<file path="config.mk">
export PLATFORM = sky130hd
export DESIGN_NAME = fabric_merge
export DESIGN_NICKNAME = d
export VERILOG_FILES = /design/src/rtl/fabric_merge_pkg.sv /design/src/rtl/fabric_merge_skid2.sv /design/src/rtl/fabric_merge.sv
export SDC_FILE = /design/constraint.sdc
export NUM_CORES = 1
export LEC_CHECK = 0
export ABC_CLOCK_PERIOD_IN_PS = 4250
export BUFFER_PORTS_ARGS = -buffer_cell sky130_fd_sc_hd__buf_2
export CAP_MARGIN = 20
export CORE_MARGIN = 10
export CORE_UTILIZATION = 52
export DETAILED_ROUTE_END_ITERATION = 6
export PLACE_DENSITY = 0.81
export SETUP_SLACK_MARGIN = 0.1
export SLEW_MARGIN = 20
export SYNTH_ARGS = -nofsm -noshare
export SYNTH_HDL_FRONTEND = slang
export SYNTH_HIERARCHICAL = 1
export SYNTH_SLANG_ARGS = --single-unit
</file>
<file path="constraint.sdc">
create_clock -name clk -period 4.25 [get_ports clk]
set_clock_uncertainty 0.2 [all_clocks]
set_input_delay 0.2125 -clock clk [delete_from_list [all_inputs] [get_ports clk]]
set_output_delay 0.2125 -clock clk [all_outputs]
set_load 0.02 [all_outputs]
</file>
<file path="src/rtl/fabric_merge_pkg.sv">
// Shared fabric error codes and helpers for the N-to-1 merge and its buffer.
// Codes are numbered so that a lower value always wins when several fire at once.
package fabric_merge_pkg;

  localparam logic [15:0] FABRIC_OK                  = 16'd0;
  localparam logic [15:0] CFG_MERGE_NO_ENABLED_INPUT = 16'd2;
  localparam logic [15:0] RT_MERGE_DISABLED_INPUT    = 16'd263;

  localparam int MERGE_MIN_INPUTS = 1;
  localparam int MERGE_MAX_INPUTS = 256;

  typedef struct packed {
    logic        vld;
    logic [15:0] code;
  } fabric_err_t;

  // Configuration errors outrank runtime errors (lowest code first).
  function automatic fabric_err_t merge_err_pick(input logic no_enabled,
                                                 input logic disabled_valid);
    fabric_err_t e;
    e.vld  = 1'b0;
    e.code = FABRIC_OK;
    if (no_enabled) begin
      e.vld  = 1'b1;
      e.code = CFG_MERGE_NO_ENABLED_INPUT;
    end else if (disabled_valid) begin
      e.vld  = 1'b1;
      e.code = RT_MERGE_DISABLED_INPUT;
    end
    return e;
  endfunction

endpackage

</file>
<file path="src/rtl/fabric_merge_skid2.sv">
// Two-entry FIFO used as the merge output buffer (module fabric_skid2).
// Sustains one beat per cycle with simultaneous push and pop; head is raw storage.
module fabric_skid2
  import fabric_merge_pkg::*;
#(
  parameter int WIDTH = 32
) (
  input  logic             clk,
  input  logic             rst_n,
  input  logic             push,
  input  logic [WIDTH-1:0] push_data,
  input  logic             pop,
  output logic [1:0]       count,
  output logic [WIDTH-1:0] head_data
);

  logic [WIDTH-1:0] mem_q [2];
  logic [WIDTH-1:0] mem_d [2];
  logic             wr_ptr_q, wr_ptr_d;
  logic             rd_ptr_q, rd_ptr_d;
  logic [1:0]       count_q, count_d;
  logic             do_push;
  logic             do_pop;

  always_comb begin
    do_push  = push & (count_q != 2'd2);
    do_pop   = pop & (count_q != 2'd0);
    mem_d    = mem_q;
    wr_ptr_d = wr_ptr_q;
    rd_ptr_d = rd_ptr_q;
    count_d  = count_q;
    if (do_push) begin
      mem_d[wr_ptr_q] = push_data;
      wr_ptr_d        = ~wr_ptr_q;
    end
    if (do_pop) begin
      rd_ptr_d = ~rd_ptr_q;
    end
    case ({do_push, do_pop})
      2'b10:   count_d = count_q + 2'd1;
      2'b01:   count_d = count_q - 2'd1;
      default: count_d = count_q;
    endcase
  end

  always_ff @(posedge clk or negedge rst_n) begin
    if (!rst_n) begin
      wr_ptr_q <= 1'b0;
      rd_ptr_q <= 1'b0;
      count_q  <= 2'd0;
    end else begin
      wr_ptr_q <= wr_ptr_d;
      rd_ptr_q <= rd_ptr_d;
      count_q  <= count_d;
    end
  end

  // Storage needs no reset: it is only observed through count.
  always_ff @(posedge clk) begin
    mem_q <= mem_d;
  end

  assign count     = count_q;
  assign head_data = mem_q[rd_ptr_q];

endmodule

</file>
<file path="src/rtl/fabric_merge.sv">
// Round-robin N-to-1 streaming merge with a 2-entry output buffer and a
// report-only sticky error latch.
module fabric_merge
  import fabric_merge_pkg::*;
#(
  parameter  int NUM_INPUTS    = 4,
  parameter  int DATA_WIDTH    = 32,
  parameter  int TAG_WIDTH     = 0,
  localparam int PAYLOAD_WIDTH = DATA_WIDTH + TAG_WIDTH
) (
  input  logic                                     clk,
  input  logic                                     rst_n,
  input  logic [NUM_INPUTS-1:0]                    in_valid,
  output logic [NUM_INPUTS-1:0]                    in_ready,
  input  logic [NUM_INPUTS-1:0][PAYLOAD_WIDTH-1:0] in_data,
  output logic                                     out_valid,
  input  logic                                     out_ready,
  output logic [PAYLOAD_WIDTH-1:0]                 out_data,
  input  logic [NUM_INPUTS-1:0]                    cfg_in_enable,
  output logic                                     error_valid,
  output logic [15:0]                              error_code
);

  localparam int PTR_W = (NUM_INPUTS > 1) ? $clog2(NUM_INPUTS) : 1;
  localparam logic [PTR_W-1:0] LAST_IDX = PTR_W'(NUM_INPUTS - 1);

  if (NUM_INPUTS < MERGE_MIN_INPUTS || NUM_INPUTS > MERGE_MAX_INPUTS) begin : g_port_limit
    $fatal(1, "CPL_MERGE_PORT_LIMIT: NUM_INPUTS=%0d outside 1..256", NUM_INPUTS);
  end

  logic [NUM_INPUTS-1:0]    elig;
  logic [NUM_INPUTS-1:0]    grant;
  logic                     found;
  logic [PTR_W-1:0]         winner;
  logic [PTR_W-1:0]         rr_ptr_q, rr_ptr_d;
  logic [1:0]               count;
  logic                     not_full;
  logic                     push;
  logic                     pop;
  logic [PAYLOAD_WIDTH-1:0] head_data;
  logic [PAYLOAD_WIDTH-1:0] push_data;
  fabric_err_t              err_det;
  logic                     error_valid_q, error_valid_d;
  logic [15:0]              error_code_q, error_code_d;
  int                       scan;
  logic [PTR_W-1:0]         scan_idx;

  assign elig = in_valid & cfg_in_enable;

  // Scan upward from rr_ptr with wraparound; grant is forced off while in reset.
  always_comb begin
    grant    = '0;
    found    = 1'b0;
    winner   = '0;
    scan     = 0;
    scan_idx = '0;
    for (int k = 0; k < NUM_INPUTS; k++) begin
      scan = int'(rr_ptr_q) + k;
      if (scan >= NUM_INPUTS) scan = scan - NUM_INPUTS;
      scan_idx = PTR_W'(scan);
      if (!found && elig[scan_idx]) begin
        found           = 1'b1;
        grant[scan_idx] = 1'b1;
        winner          = scan_idx;
      end
    end
    if (!rst_n) begin
      grant = '0;
      found = 1'b0;
    end
  end

  // count is registered, so ready never depends on out_ready combinationally.
  assign not_full  = (count != 2'd2);
  assign in_ready  = grant & {NUM_INPUTS{not_full}};
  assign push      = found & not_full;
  assign push_data = in_data[winner];
  assign out_valid = (count != 2'd0);
  assign out_data  = out_valid ? head_data : '0;
  assign pop       = out_valid & out_ready;

  always_comb begin
    rr_ptr_d = rr_ptr_q;
    if (push) begin
      rr_ptr_d = (winner == LAST_IDX) ? '0 : winner + PTR_W'(1);
    end
  end

  always_ff @(posedge clk or negedge rst_n) begin
    if (!rst_n) begin
      rr_ptr_q <= '0;
    end else begin
      rr_ptr_q <= rr_ptr_d;
    end
  end

  fabric_skid2 #(
    .WIDTH(PAYLOAD_WIDTH)
  ) u_buf (
    .clk      (clk),
    .rst_n    (rst_n),
    .push     (push),
    .push_data(push_data),
    .pop      (pop),
    .count    (count),
    .head_data(head_data)
  );

  assign err_det = merge_err_pick(cfg_in_enable == '0, |(in_valid & ~cfg_in_enable));

  // First error wins; the latch never blocks traffic.
  always_comb begin
    error_valid_d = error_valid_q;
    error_code_d  = error_code_q;
    if (!error_valid_q && err_det.vld) begin
      error_valid_d = 1'b1;
      error_code_d  = err_det.code;
    end
  end

  always_ff @(posedge clk or negedge rst_n) begin
    if (!rst_n) begin
      error_valid_q <= 1'b0;
      error_code_q  <= FABRIC_OK;
    end else begin
      error_valid_q <= error_valid_d;
      error_code_q  <= error_code_d;
    end
  end

  assign error_valid = error_valid_q;
  assign error_code  = error_code_q;

endmodule

</file>
==> qor.yml <==
sta:
  tightest_slew_ps: 1150
  fin_crit_ps: 3800
  holdWs_ps: 31.7
  maxSlewViolCount: 0
  setup_viol: 0
  timing.fmax_mhz: 263
  setup_tns_ps: 0
  post-route-period-util_pct: 89.5
  hold_viol: 0
  relSlewSlack_pct: 23.5
  rsz0062_at_grt: "no"
routing:
  vias_per_cell: 6.41
  ant_nets: 0
  vias: 5765
  wire_per_inst_um: 21.9
  drc: 0
  drt-initial-drc-count: 590
  drt-total-wl_mm: 19.7
  drt_first_pass_iters: 6
grt:
  grt_pass1_vias: 6025
  grt-ovfl-total: 0
  grt_pass1_wl_mm: 30.9
  antenna_found_initial: 0
  track_usage_pct: 23.2
  grt_max_degree: 41
clocking:
  root_buffer: "clkbuf_16"
  htree_levels: 3
  clock_latency_ps: 340
  cts_tree: "done"
  post_cts_buffers: 0
  max-clock-path-buffers: 2
  numCtsBuffers: 9
  cts.clk_slew.worst_paths_ps: 60
  cts.sinks: 73
placed_design:
  portBuffers: 180
  dpl.hpwl_mm: 14.1
  place_congestion: 0.882
floorplan:
  pin_count: 193
  core_mm2: 0.0114
  rows: 39
  initial_core_util_pct: 52.8
  die_y_um: 127
  die_area_mm2: 0.0162
  die_w_um: 127
layout:
  final_nets: 899
  drive_gt1_share_pct: 37.8
  final_common_cell: "buf_2"
  diodes: 0
  layout_common_cells: "buf_2 (180), nand2_1 (105), edfxtp_1 (64)"
  areaGrowthSynthToFinish_pct: 20.1
  nFillCells: 935
setup_path:
  crit_chain: "buf_4 -> nand4b_1 -> o31ai_4 -> buf_4 -> or2_2 -> nor3_1 -> nand2_1 -> a21oi_1 -> buf_2"
  crit_path_start_kind: "flip-flop"
  worst-path-max-fanout: 40
  setup.worst_path.start: "rr_ptr_q[0]"
  worstReg2RegStart: "rr_ptr_q[1]"
  timing.reg2reg.setup_slack_ps: 480
  max_stage_delay_ps: 550
  path_common_cell: "buf_4"
  critPathTopFamily: "simple AND/OR/NAND/NOR gates"
  crit_path_end_kind: "output pin"
  cp_slowest_cell: "dfrtp_2"
  crit_arrival_ps: 3390
  critPathKind: "flip-flop to output pin"
  cp.required_ps: 3840
  worst-path-buf-inv: 3
synthesis:
  syn_inst: 602
  ys_warn_count: 6
  synth_flop_cell: "edfxtp_1"
  async_reset_ff_share_pct: 12.3
  ys_ff_latch: 73
  netlist_area_mm2: 0.00600
  synth.avg_cell_area_um2: 9.97
  synth_edf_count: 64
  yosysSeqAreaShare_pct: 35.8
  synth.distinct_cells: 52
min_path:
  hp-class: "primary input to flip-flop"
  hold_path.startpoint: "in_valid[1]"
flow_run:
  max_cap_violations: 0
pwr:
  ir_worst_vdd_v: 0.000438
  powerDensity_mw_per_mm2: 867
  leakage_nw: 3.06
outcome:
  status: "finished, final reports clean"
[synth_stat cells, types with 2 or more instances]
library cell	count	area, um2
ha_1	9	113
edfxtp_1	64	1920
nor2b_1	33	206
nand3_1	33	165
a21o_1	32	240
buf_12	3	60.1
a211oi_1	2	15.0
nor3_1	2	10.0
xnor2_1	6	52.6
buf_4	15	113
o21bai_1	5	37.5
o21ai_0	3	15.0
buf_2	14	70.1
and3_1	35	219
a221oi_1	5	43.8
mux2_1	3	33.8
a22oi_1	2	15.0
o22ai_1	4	25.0
clkbuf_1	28	105
inv_1	9	33.8
dfrtp_1	9	225
a41oi_1	32	280
buf_6	8	90.1
mux2_4	29	435
nand4b_1	2	17.5
mux4_2	3	67.6
a22o_1	31	272
or2_2	2	12.5
a2111oi_0	4	35.0
a21oi_1	8	40.0
nor2_1	11	41.3
mux2i_1	3	30.0
and2_1	4	25.0
nand2_1	105	394
a2111oi_2	27	405
[repair_timing]
item | CTS | global route
endpoints found under the setup margin | 0 | 14
hold buffers | 2 | 0
endpoints found under the hold margin | 10 | 0
resized for setup | 0 | 1
[through the flow]
| stage | util, % | std cells | area, um2 | setup slack, ps | power, mW |
|---|---|---|---|---|---|
| after detailed placement | 60.7 | 881 | 6900 | 350 | 5.43 |
| after global placement | 60.7 | 881 | 6900 | 529 | 5.29 |
| after floorplan | - | 613 | 6040 | 960 | 4.45 |
| after global routing | 63.4 | 899 | 7200 | 289 | 6.60 |
| after CTS | 63.3 | 899 | 7200 | 346 | 6.20 |
| final | 63.4 | 899 | 7200 | 447 | 6.25 |
[flip-flops by register name, indices dropped and copies added (netlist names)]
register        count
error_code          2
u_buf/count         2
u_buf/rd_ptr_q      1
rr_ptr_q            2
u_buf/mem_q        64
u_buf/wr_ptr_q      1
error_valid         1
[routing by layer]
metal	track usage (%)	vias up	share of wire, %
met5	0	-	0
met4	13.1	0	4.2
met3	6.37	81	11
met2	37.6	425	48
met1	27.3	2691	37
li1	-	2568	-
[power breakdown]
part	switching (mW)	leakage [nW]	internal (mW)
clock network	0.301	0.142	0.448
logic	2.46	2.24	1.58
registers	0.206	0.680	1.25
total	2.96	3.06	3.28
[worst min-delay path, stage by stage]
cell      delay, ps
buf_2           130
a221oi_1        110
nand3b_1         80
[final cells by class]
type | count | area (um2) | share of cell area, %
Clock inverter | 7 | 60.1 | 0.834
Timing Repair Buffer | 196 | 1040 | 14.4
Clock buffer | 9 | 225 | 3.13
Multi-Input combinational cell | 461 | 3510 | 48.8
Tap cell | 143 | 179 | 2.48
Sequential cell | 73 | 2150 | 29.9
Inverter | 10 | 37.5 | 0.521
[cells by family after synthesis]
kind of cell | synth area share, %
simple gates | 18.8
fa+ha+maj | 1.88
compound gates | 25.0
mux | 9.45
other cells | 0.0625
flops | 35.8
xor+xnor | 1.02
buf+inv | 7.99
[worst paths after layout]
check	endpoint	cells after the start
worst max-delay path	in_ready[1]	9
worst min-delay path	error_valid	3
worst max register to register	u_buf/mem_q[46]	8
worst min register to register	error_code[1]	1
max in group asynchronous	rr_ptr_q[0]	2
min in group asynchronous	u_buf/count[0]	2
(Power assumes the default switching activity.)
